--- src/rtl/jellyvl_synctimer_pkg.sv ---
// Shared types and step helpers for the synctimer blocks.
package jellyvl_synctimer_pkg;

   localparam int TIME_WIDTH = 64;

   typedef logic [TIME_WIDTH-1:0] t_time;

   typedef enum logic {
      ADJ_PLUS  = 1'b0,
      ADJ_MINUS = 1'b1
   } t_adj_sign;

   function automatic int unsigned step_int(
      input int unsigned num,
      input int unsigned den
   );
      return (den == 0) ? 0 : num / den;
   endfunction

   function automatic int unsigned step_frac(
      input int unsigned num,
      input int unsigned den
   );
      return (den == 0) ? 0 : num % den;
   endfunction

endpackage

--- src/rtl/jellyvl_synctimer_step_gen.sv ---
// Fractional-rate step generator: NUMERATOR/DENOMINATOR units per clock.
module jellyvl_synctimer_step_gen
   import jellyvl_synctimer_pkg::*;
#(
   parameter int unsigned NUMERATOR   = 10,
   parameter int unsigned DENOMINATOR = 3,
   parameter int          INC_WIDTH   = 64
) (
   input  logic                 clk,
   input  logic                 reset,
   input  logic                 clear,
   output logic [INC_WIDTH-1:0] inc
);

   localparam int unsigned STEP_INT  = step_int(NUMERATOR, DENOMINATOR);
   localparam int unsigned STEP_FRAC = step_frac(NUMERATOR, DENOMINATOR);
   localparam int          ACC_W     = $clog2(DENOMINATOR) + 1;
   localparam int          SUM_W     = ACC_W + 1;

   logic [ACC_W-1:0] acc;
   logic [SUM_W-1:0] sum;
   logic [SUM_W-1:0] sum_wrapped;
   logic             carry;

   always_comb begin
      sum         = SUM_W'(acc) + SUM_W'(STEP_FRAC);
      carry       = (sum >= SUM_W'(DENOMINATOR));
      sum_wrapped = carry ? (sum - SUM_W'(DENOMINATOR)) : sum;
      inc         = INC_WIDTH'(STEP_INT) + INC_WIDTH'(carry);
   end

   // clear restarts the fractional phase at zero
   always_ff @(posedge clk or negedge reset) begin
      if (!reset) begin
         acc <= '0;
      end else if (clear) begin
         acc <= '0;
      end else begin
         acc <= sum_wrapped[ACC_W-1:0];
      end
   end

endmodule

--- src/rtl/jellyvl_synctimer_timer.sv ---
// Local synctimer time base: fractional stepping, +/-1 slew and override.
module jellyvl_synctimer_timer
   import jellyvl_synctimer_pkg::*;
#(
   parameter int                   TIMER_WIDTH = 64,
   parameter int unsigned          NUMERATOR   = 10,
   parameter int unsigned          DENOMINATOR = 3,
   parameter logic [TIMER_WIDTH-1:0] INIT_TIME = '0,
   parameter int                   TICK_BIT    = 20,
   parameter bit                   SIMULATION  = 1'b1
) (
   input  logic                   clk,
   input  logic                   reset,
   input  logic [TIMER_WIDTH-1:0] set_time,
   input  logic                   set_valid,
   input  logic                   adjust_sign,
   input  logic                   adjust_valid,
   output logic                   adjust_ready,
   output logic [TIMER_WIDTH-1:0] current_time,
   output logic                   time_tick
);

   localparam int unsigned STEP_INT = step_int(NUMERATOR, DENOMINATOR);

   if (SIMULATION) begin : g_check
      if (DENOMINATOR == 0) begin : g_den
         $error("DENOMINATOR must be at least 1");
      end
      if (STEP_INT < 2) begin : g_step
         $error("integer step must be at least 2");
      end
      if (TICK_BIT >= TIMER_WIDTH) begin : g_tick
         $error("TICK_BIT must be below TIMER_WIDTH");
      end
   end

   logic [TIMER_WIDTH-1:0] inc;
   logic [TIMER_WIDTH-1:0] adj_delta;
   logic [TIMER_WIDTH-1:0] next_time;
   logic                   xfer;
   logic                   crossing;
   t_adj_sign              sign;

   jellyvl_synctimer_step_gen #(
      .NUMERATOR   (NUMERATOR),
      .DENOMINATOR (DENOMINATOR),
      .INC_WIDTH   (TIMER_WIDTH)
   ) u_step_gen (
      .clk   (clk),
      .reset (reset),
      .clear (set_valid),
      .inc   (inc)
   );

   assign sign         = t_adj_sign'(adjust_sign);
   assign adjust_ready = reset & ~set_valid;
   assign xfer         = adjust_valid & adjust_ready;

   // a minus slew is added as all-ones; the sum wraps modulo 2^W
   always_comb begin
      adj_delta = '0;
      if (xfer) begin
         adj_delta = (sign == ADJ_MINUS) ? '1 : TIMER_WIDTH'(1);
      end
      next_time = current_time + inc + adj_delta;
      crossing  = (next_time[TIMER_WIDTH-1:TICK_BIT]
                   != current_time[TIMER_WIDTH-1:TICK_BIT]);
   end

   always_ff @(posedge clk or negedge reset) begin
      if (!reset) begin
         current_time <= INIT_TIME;
         time_tick    <= 1'b0;
      end else if (set_valid) begin
         current_time <= set_time;
         time_tick    <= 1'b0;
      end else begin
         current_time <= next_time;
         time_tick    <= crossing;
      end
   end

endmodule

--- config.mk ---
export PLATFORM = sky130hd
export DESIGN_NAME = jellyvl_synctimer_timer
export DESIGN_NICKNAME = d
export VERILOG_FILES = /design/src/rtl/jellyvl_synctimer_pkg.sv /design/src/rtl/jellyvl_synctimer_step_gen.sv /design/src/rtl/jellyvl_synctimer_timer.sv
export SDC_FILE = /design/constraint.sdc
export NUM_CORES = 1
export LEC_CHECK = 0
export ABC_AREA = 1
export CAP_MARGIN = 20
export CORE_ASPECT_RATIO = 1.2
export CORE_MARGIN = 3
export CORE_UTILIZATION = 49
export DETAILED_ROUTE_END_ITERATION = 10
export DONT_BUFFER_PORTS = 1
export GPL_TIMING_DRIVEN = 0
export PLACE_DENSITY_LB_ADDON = 0.08
export REMOVE_ABC_BUFFERS = 1
export SLEW_MARGIN = 40
export SYNTH_ARGS = -nofsm -noshare
export SYNTH_HDL_FRONTEND = slang
export SYNTH_SLANG_ARGS = --single-unit
--- constraint.sdc ---
create_clock -name clk -period 4.59 [get_ports clk]
set_input_delay 0.459 -clock clk [delete_from_list [all_inputs] [get_ports clk]]
set_output_delay 0.459 -clock clk [all_outputs]
set_load 0.02 [all_outputs]
======== After elaboration in Yosys (flattened, before gate mapping) ========
Cells that the tools add are included.
Widths: inputs -> output; s select.
storage, ports and cells
  flip-flop bits (word level) ............. 68
  input bits .............................. 69
  output and inout bits ................... 66
  logic and storage cells ................. 19
operators by class
  $add $sub $neg .......................... 5
  magnitude comparators ................... 1
  equality and inequality tests ........... 1
  multiplexer cells ....................... 6
  bitwise gates (word level) .............. 3
operator list
  cell                 count
  $mux 64              3
  $add 64x64->64       2
  $ne 44x44->1         1
  $mux 3               2
  $add 3x1->4 const B  1
  $ge 4x2->1 const B   1
  $add 2x1->3 const A  1
  $sub 3x2->3 const B  1
  $and 1x1->1          2
  $mux 1               1
  $not 1->1            1

======== Logic depth before layout (Yosys ltp) ========
  depth in word-level cells ............... 7
  mapped depth ............................ 31
  mapped depth without buffers ............ 31

======== By module ========
A second synthesis with hierarchy kept.
unflattened totals
  cell total of the unflattened synthesis .. 1816
  area total of the unflattened synthesis .. 11046.8 µm²
modules (own cells, without submodules)
  module                      times used  cells an instance  area each (µm²)  seq. area each (µm²)
  jellyvl_synctimer_timer     1           1737               10437.5          1626.6
  jellyvl_synctimer_step_gen  1           79                 609.3            75.1

======== Worst setup path after synthesis ========
Ideal clock, no wire load.
  path type ............................... input -> register
  from .................................... input port reset
  to ...................................... register time_tick
  setup time .............................. 131 ps
  data arrival time ....................... 4399 ps
  required time ........................... 4459 ps
  path slack .............................. 60 ps
  stages .................................. 25
  buffers on the path ..................... 0
  path through ............................ inv_1 -> nor2_1 -> and3_1 -> ha_1 -> ha_1 -> inv_1 -> fa_1 -> inv_1 -> nand3_1 -> nor2_1 -> nand2_1 -> nand3_1 -> nand2_1 -> nand2_1 -> nand2_1 -> nand3_1 -> nand2_1 -> nand2_1 -> nand2_1 -> nor2_1 -> nand3_1 -> nor2_1 -> nand3_1 -> nor2_1 -> nor2_1
between the ends
  longest elaborated chain between the ends .. 6
RTL lines
  what                  RTL line                       RTL
  from (decl)           jellyvl_synctimer_timer.sv:13  input logic reset,
  $and 1x1->1           jellyvl_synctimer_timer.sv:56  assign adjust_ready = reset & ~set_valid;
  net adjust_ready      jellyvl_synctimer_timer.sv:18  output logic adjust_ready,
  $and 1x1->1           jellyvl_synctimer_timer.sv:57  assign xfer = adjust_valid & adjust_ready;
  $mux 64               jellyvl_synctimer_timer.sv:62  if (xfer) begin
  $add 64x64->64        jellyvl_synctimer_timer.sv:65  next_time = current_time + inc + adj_delta;
  $ne 44x44->1          jellyvl_synctimer_timer.sv:67  != current_time[TIMER_WIDTH-1:TICK_BIT]);
  $mux 1                jellyvl_synctimer_timer.sv:74  end else if (set_valid) begin
  to (signal assigned)  jellyvl_synctimer_timer.sv:79  time_tick <= crossing;
  to (decl)             jellyvl_synctimer_timer.sv:20  output logic time_tick
The timed path passes the listed nets, and every way through them passes these cells.

======== Worst setup path in the final report ========
  from .................................... register u_step_gen.acc[0]
  to ...................................... register time_tick
between the ends
  longest elaborated chain between the ends .. 7
RTL lines
  what                          RTL line                          RTL
  from (decl)                   jellyvl_synctimer_step_gen.sv:20  logic [ACC_W-1:0] acc;
  from (signal assigned)        jellyvl_synctimer_step_gen.sv:39  acc <= sum_wrapped[ACC_W-1:0];
  $add 3x1->4                   jellyvl_synctimer_step_gen.sv:26  sum = SUM_W'(acc) + SUM_W'(STEP_FRAC);
  $ge 4x2->1                    jellyvl_synctimer_step_gen.sv:27  carry = (sum >= SUM_W'(DENOMINATOR));
  $add 2x1->3                   jellyvl_synctimer_step_gen.sv:29  inc = INC_WIDTH'(STEP_INT) + INC_WIDTH'(carry);
  $add 64x64->64 (2 in series)  jellyvl_synctimer_timer.sv:65
  $ne 44x44->1                  jellyvl_synctimer_timer.sv:67
  $mux 1                        jellyvl_synctimer_timer.sv:74
Every way passes these cells.

==> impl_results.md <==
- Static Leakage: 6.505 nW
- Endpoints failing setup: 0
- R2R depth: 29
- Measured slew at the worst slew-check pin: 0.6814 ns
- Core area: 19900 um^2
- Max-Cap Viols: 0
- Clock-pin slew on the worst setup and hold paths: 0.07 ns
- Diode count: 0
- F_max: 230.0 MHz
- Pwr dens: 309.0 nW/um^2
- Chip width: 136.9 um
- Vias/cell: 5.197
- DR vias: 10520
- Number of antenna-violating nets in the routed design: 0
- Yosys top cell by area: nand2_1
- DRT Pass-1 Iters: 7
- GRT Resource Usage Total: 31.18%
- Worst-Skew Late Latency: 0.36 ns
- Routed WL: 35140 um
- Final hold violation count: 13
- Grt total ovfl: 0
- Die H: 163.0 um
- Drt first-iter violations: 520
- CP Max Fanout: 6
- Initial antenna violation count: 0
- Clock Skews: 0.007230 ns
- Top post-synthesis cells by area: nand2_1 (25%), dfrtp_1 (17%), ha_1 (16%)
- Ys Warns: 0
- R2R Path End: time_tick
- Avg Cell Area, Syn: 5.734 um^2
- Final Wtd Congestion: 1.001
- Rows: 56
- Largest net degree at the start of global routing: 87
- CP delay by family, top: simple AND/OR/NAND/NOR gates
- Htree depth: 3
- Relative slew margins: 54.57%
- Clock buffer count from CTS: 9
- #FFs+latches synth: 68
- Failing checks: hold timing
- Slowest cell on the critical path: dfrtp_2
- Min Clock Period, post-route: 4.348 ns
- Share of layout cells above drive strength 1: 6.750%
- Max Root-Sink Buffers: 2
- WP data required: 4.84 ns
- Commonest cells post-synth: nand2_1 (663), inv_1 (325), nor2_1 (161), nand3_1 (133), ha_1 (127)
- Fraction of registers with async set/reset: 100.0%
- HP Class: in -> async
- CP Depth: 29
- Fillers: 2141
- Wire per inst: 17.36 um
- R2R setup slack: 0.24 ns
- CTS sink count: 68
- Sequential area share after synthesis: 16.90%
- CTS tree: done
- Area of the multi-input gates: 7277 um^2
- Vias in the first global route: 10170
- Status: finished with violations
- Syn-to-layout area delta: 8.599%
- Setup crit end kind: flop
- Die area: 22310 um^2
- Most repeated library cell on the critical path: nand2_1
- Ports: 135
- Worst setup path end: time_tick
- VDD IR max: 403.2 uV
- Post-DP HPWL: 29060 um
- Reg2reg start: u_step_gen.acc[0]
- Fin crit share: 94.73%
- Post-synth cell types: 36
- Count leader, synth: nand2_1
- Synthesized cell area: 10070 um^2
- Cell count after synthesis: 1756
- Slew Limit Fails: 0
- Number of remaining DRC errors: 0
- Root buf cell: clkbuf_16
- Global-route wire length before repair: 53270 um
- Min Hold Slack: -0.01245 ns
- Port Buffers: 0
- Critical Path AT: 4.60 ns
- EDFF count, synth: 0
- Ys flop type: dfrtp_1
- Starting density of the core: 50.60%
- Worst path max stage delay: 0.44 ns
- Net count, final: 1955
- Area share of the largest cell type after synthesis: 24.71%
- CP Buf/Inv Count: 4
- Crit path from: u_step_gen.acc[0]
- Register Area: 1703 um^2
- Util after Layout: 54.95%
- Crit Path Category: reg -> reg
- Worst setup SP type: flop
[cells in the final DEF (no fill, tap or decap), drive strengths merged]
| master | count |
|---|---|
| o21ai | 37 |
| fa | 1 |
| clkinv | 1 |
| xnor3 | 4 |
| buf | 4 |
| nand2 | 670 |
| o21a | 1 |
| and3 | 4 |
| a21o | 2 |
| inv | 338 |
| nor3 | 7 |
| nand3b | 10 |
| a211oi | 1 |
| dfrtp | 68 |
| xnor2 | 12 |
| nand4 | 12 |
| nor4 | 2 |
| a31oi | 37 |
| ha | 127 |
| a21oi | 65 |
| clkbuf | 9 |
| and2 | 3 |
| o21bai | 9 |
| or2 | 9 |
| bufinv | 1 |
| clkinvlp | 3 |
| nand3 | 139 |
| xor2 | 6 |
| xor3 | 2 |
| nor2 | 179 |
[kinds of logic after synthesis]
| logic type | share of synthesized area, % |
|---|---|
| adder cells (fa/ha/maj) | 15.98 |
| flip-flops | 16.90 |
| XOR/XNOR | 2.932 |
| buffers and inverters | 13.05 |
| AND/OR/NAND/NOR | 42.81 |
| AO/OA/AOI/OAI | 8.337 |
[through the flow]
| step | instance area [um^2] | setup TNS, ns | std cells | worst slack [ns] | power, mW |
|---|---|---|---|---|---|
| floorplan | 10020 | 0 | 1742 | 0.07567 | 2.140 |
| global placement | 10340 | -41.11 | 2003 | -1.794 | 2.457 |
| detailed placement | 10370 | -0.5774 | 2004 | -0.5774 | 2.506 |
| CTS | 10770 | 0 | 2022 | 0.02110 | 3.314 |
| global route | 10940 | -0.02971 | 2024 | -0.02971 | 3.669 |
| finish | 10940 | 0 | 2024 | 0.2421 | 3.379 |
[layer usage]
metal  part of all wire (%)  wire length [um]  GRT usage (%)
met1                     41             14400          36.88
met2                     51             17870          57.42
met3                    3.7              1308          3.081
met4                    4.4              1559          12.02
met5                      0                 0              0
[flip-flops by register name (all words and copies together) (netlist names)]
| register | count |
|---|---|
| current_time | 64 |
| time_tick | 1 |
| u_step_gen.acc | 3 |
[where the power goes]
| group | internal (mW) | switching [mW] | total [mW] |
|---|---|---|---|
| Clock | 0.425 | 0.334 | 0.759 |
| Combinational | 0.621 | 1.03 | 1.65 |
| Sequential | 0.711 | 0.255 | 0.966 |
| Total | 1.76 | 1.62 | 3.38 |
[what timing repair did]
item | in CTS | in global routing
endpoints found under the setup margin | 1 | 1
hold endpoints to repair | 68 | 0
gates cloned | 0 | 1
buffers inserted | 1 | 1
pin swaps | 1 | 4
gates resized for setup | 15 | 39
hold buffers | 1 | 0
[worst min path at each step]
stage / startpoint / to / cells past startpoint
3_5_place_dp: reset / u_step_gen.acc[2] / 0
6_report: reset / current_time[6] / 1
5_1_grt: reset / u_step_gen.acc[2] / 1
2_1_floorplan: reset / current_time[0] / 0
3_3_place_gp: reset / u_step_gen.acc[1] / 0
4_1_cts: reset / u_step_gen.acc[2] / 1
[layout make-up]
class | count | share of cell area (%)
Timing Repair Buffer | 4 | 0.5721
Multi-Input combinational cell | 1339 | 66.54
Inverter | 336 | 11.58
Clock inverter | 7 | 0.6865
Tap cell | 261 | 2.986
Clock buffer | 9 | 2.059
Sequential cell | 68 | 15.57
Note: power is estimated with default switching activity, not from simulation.
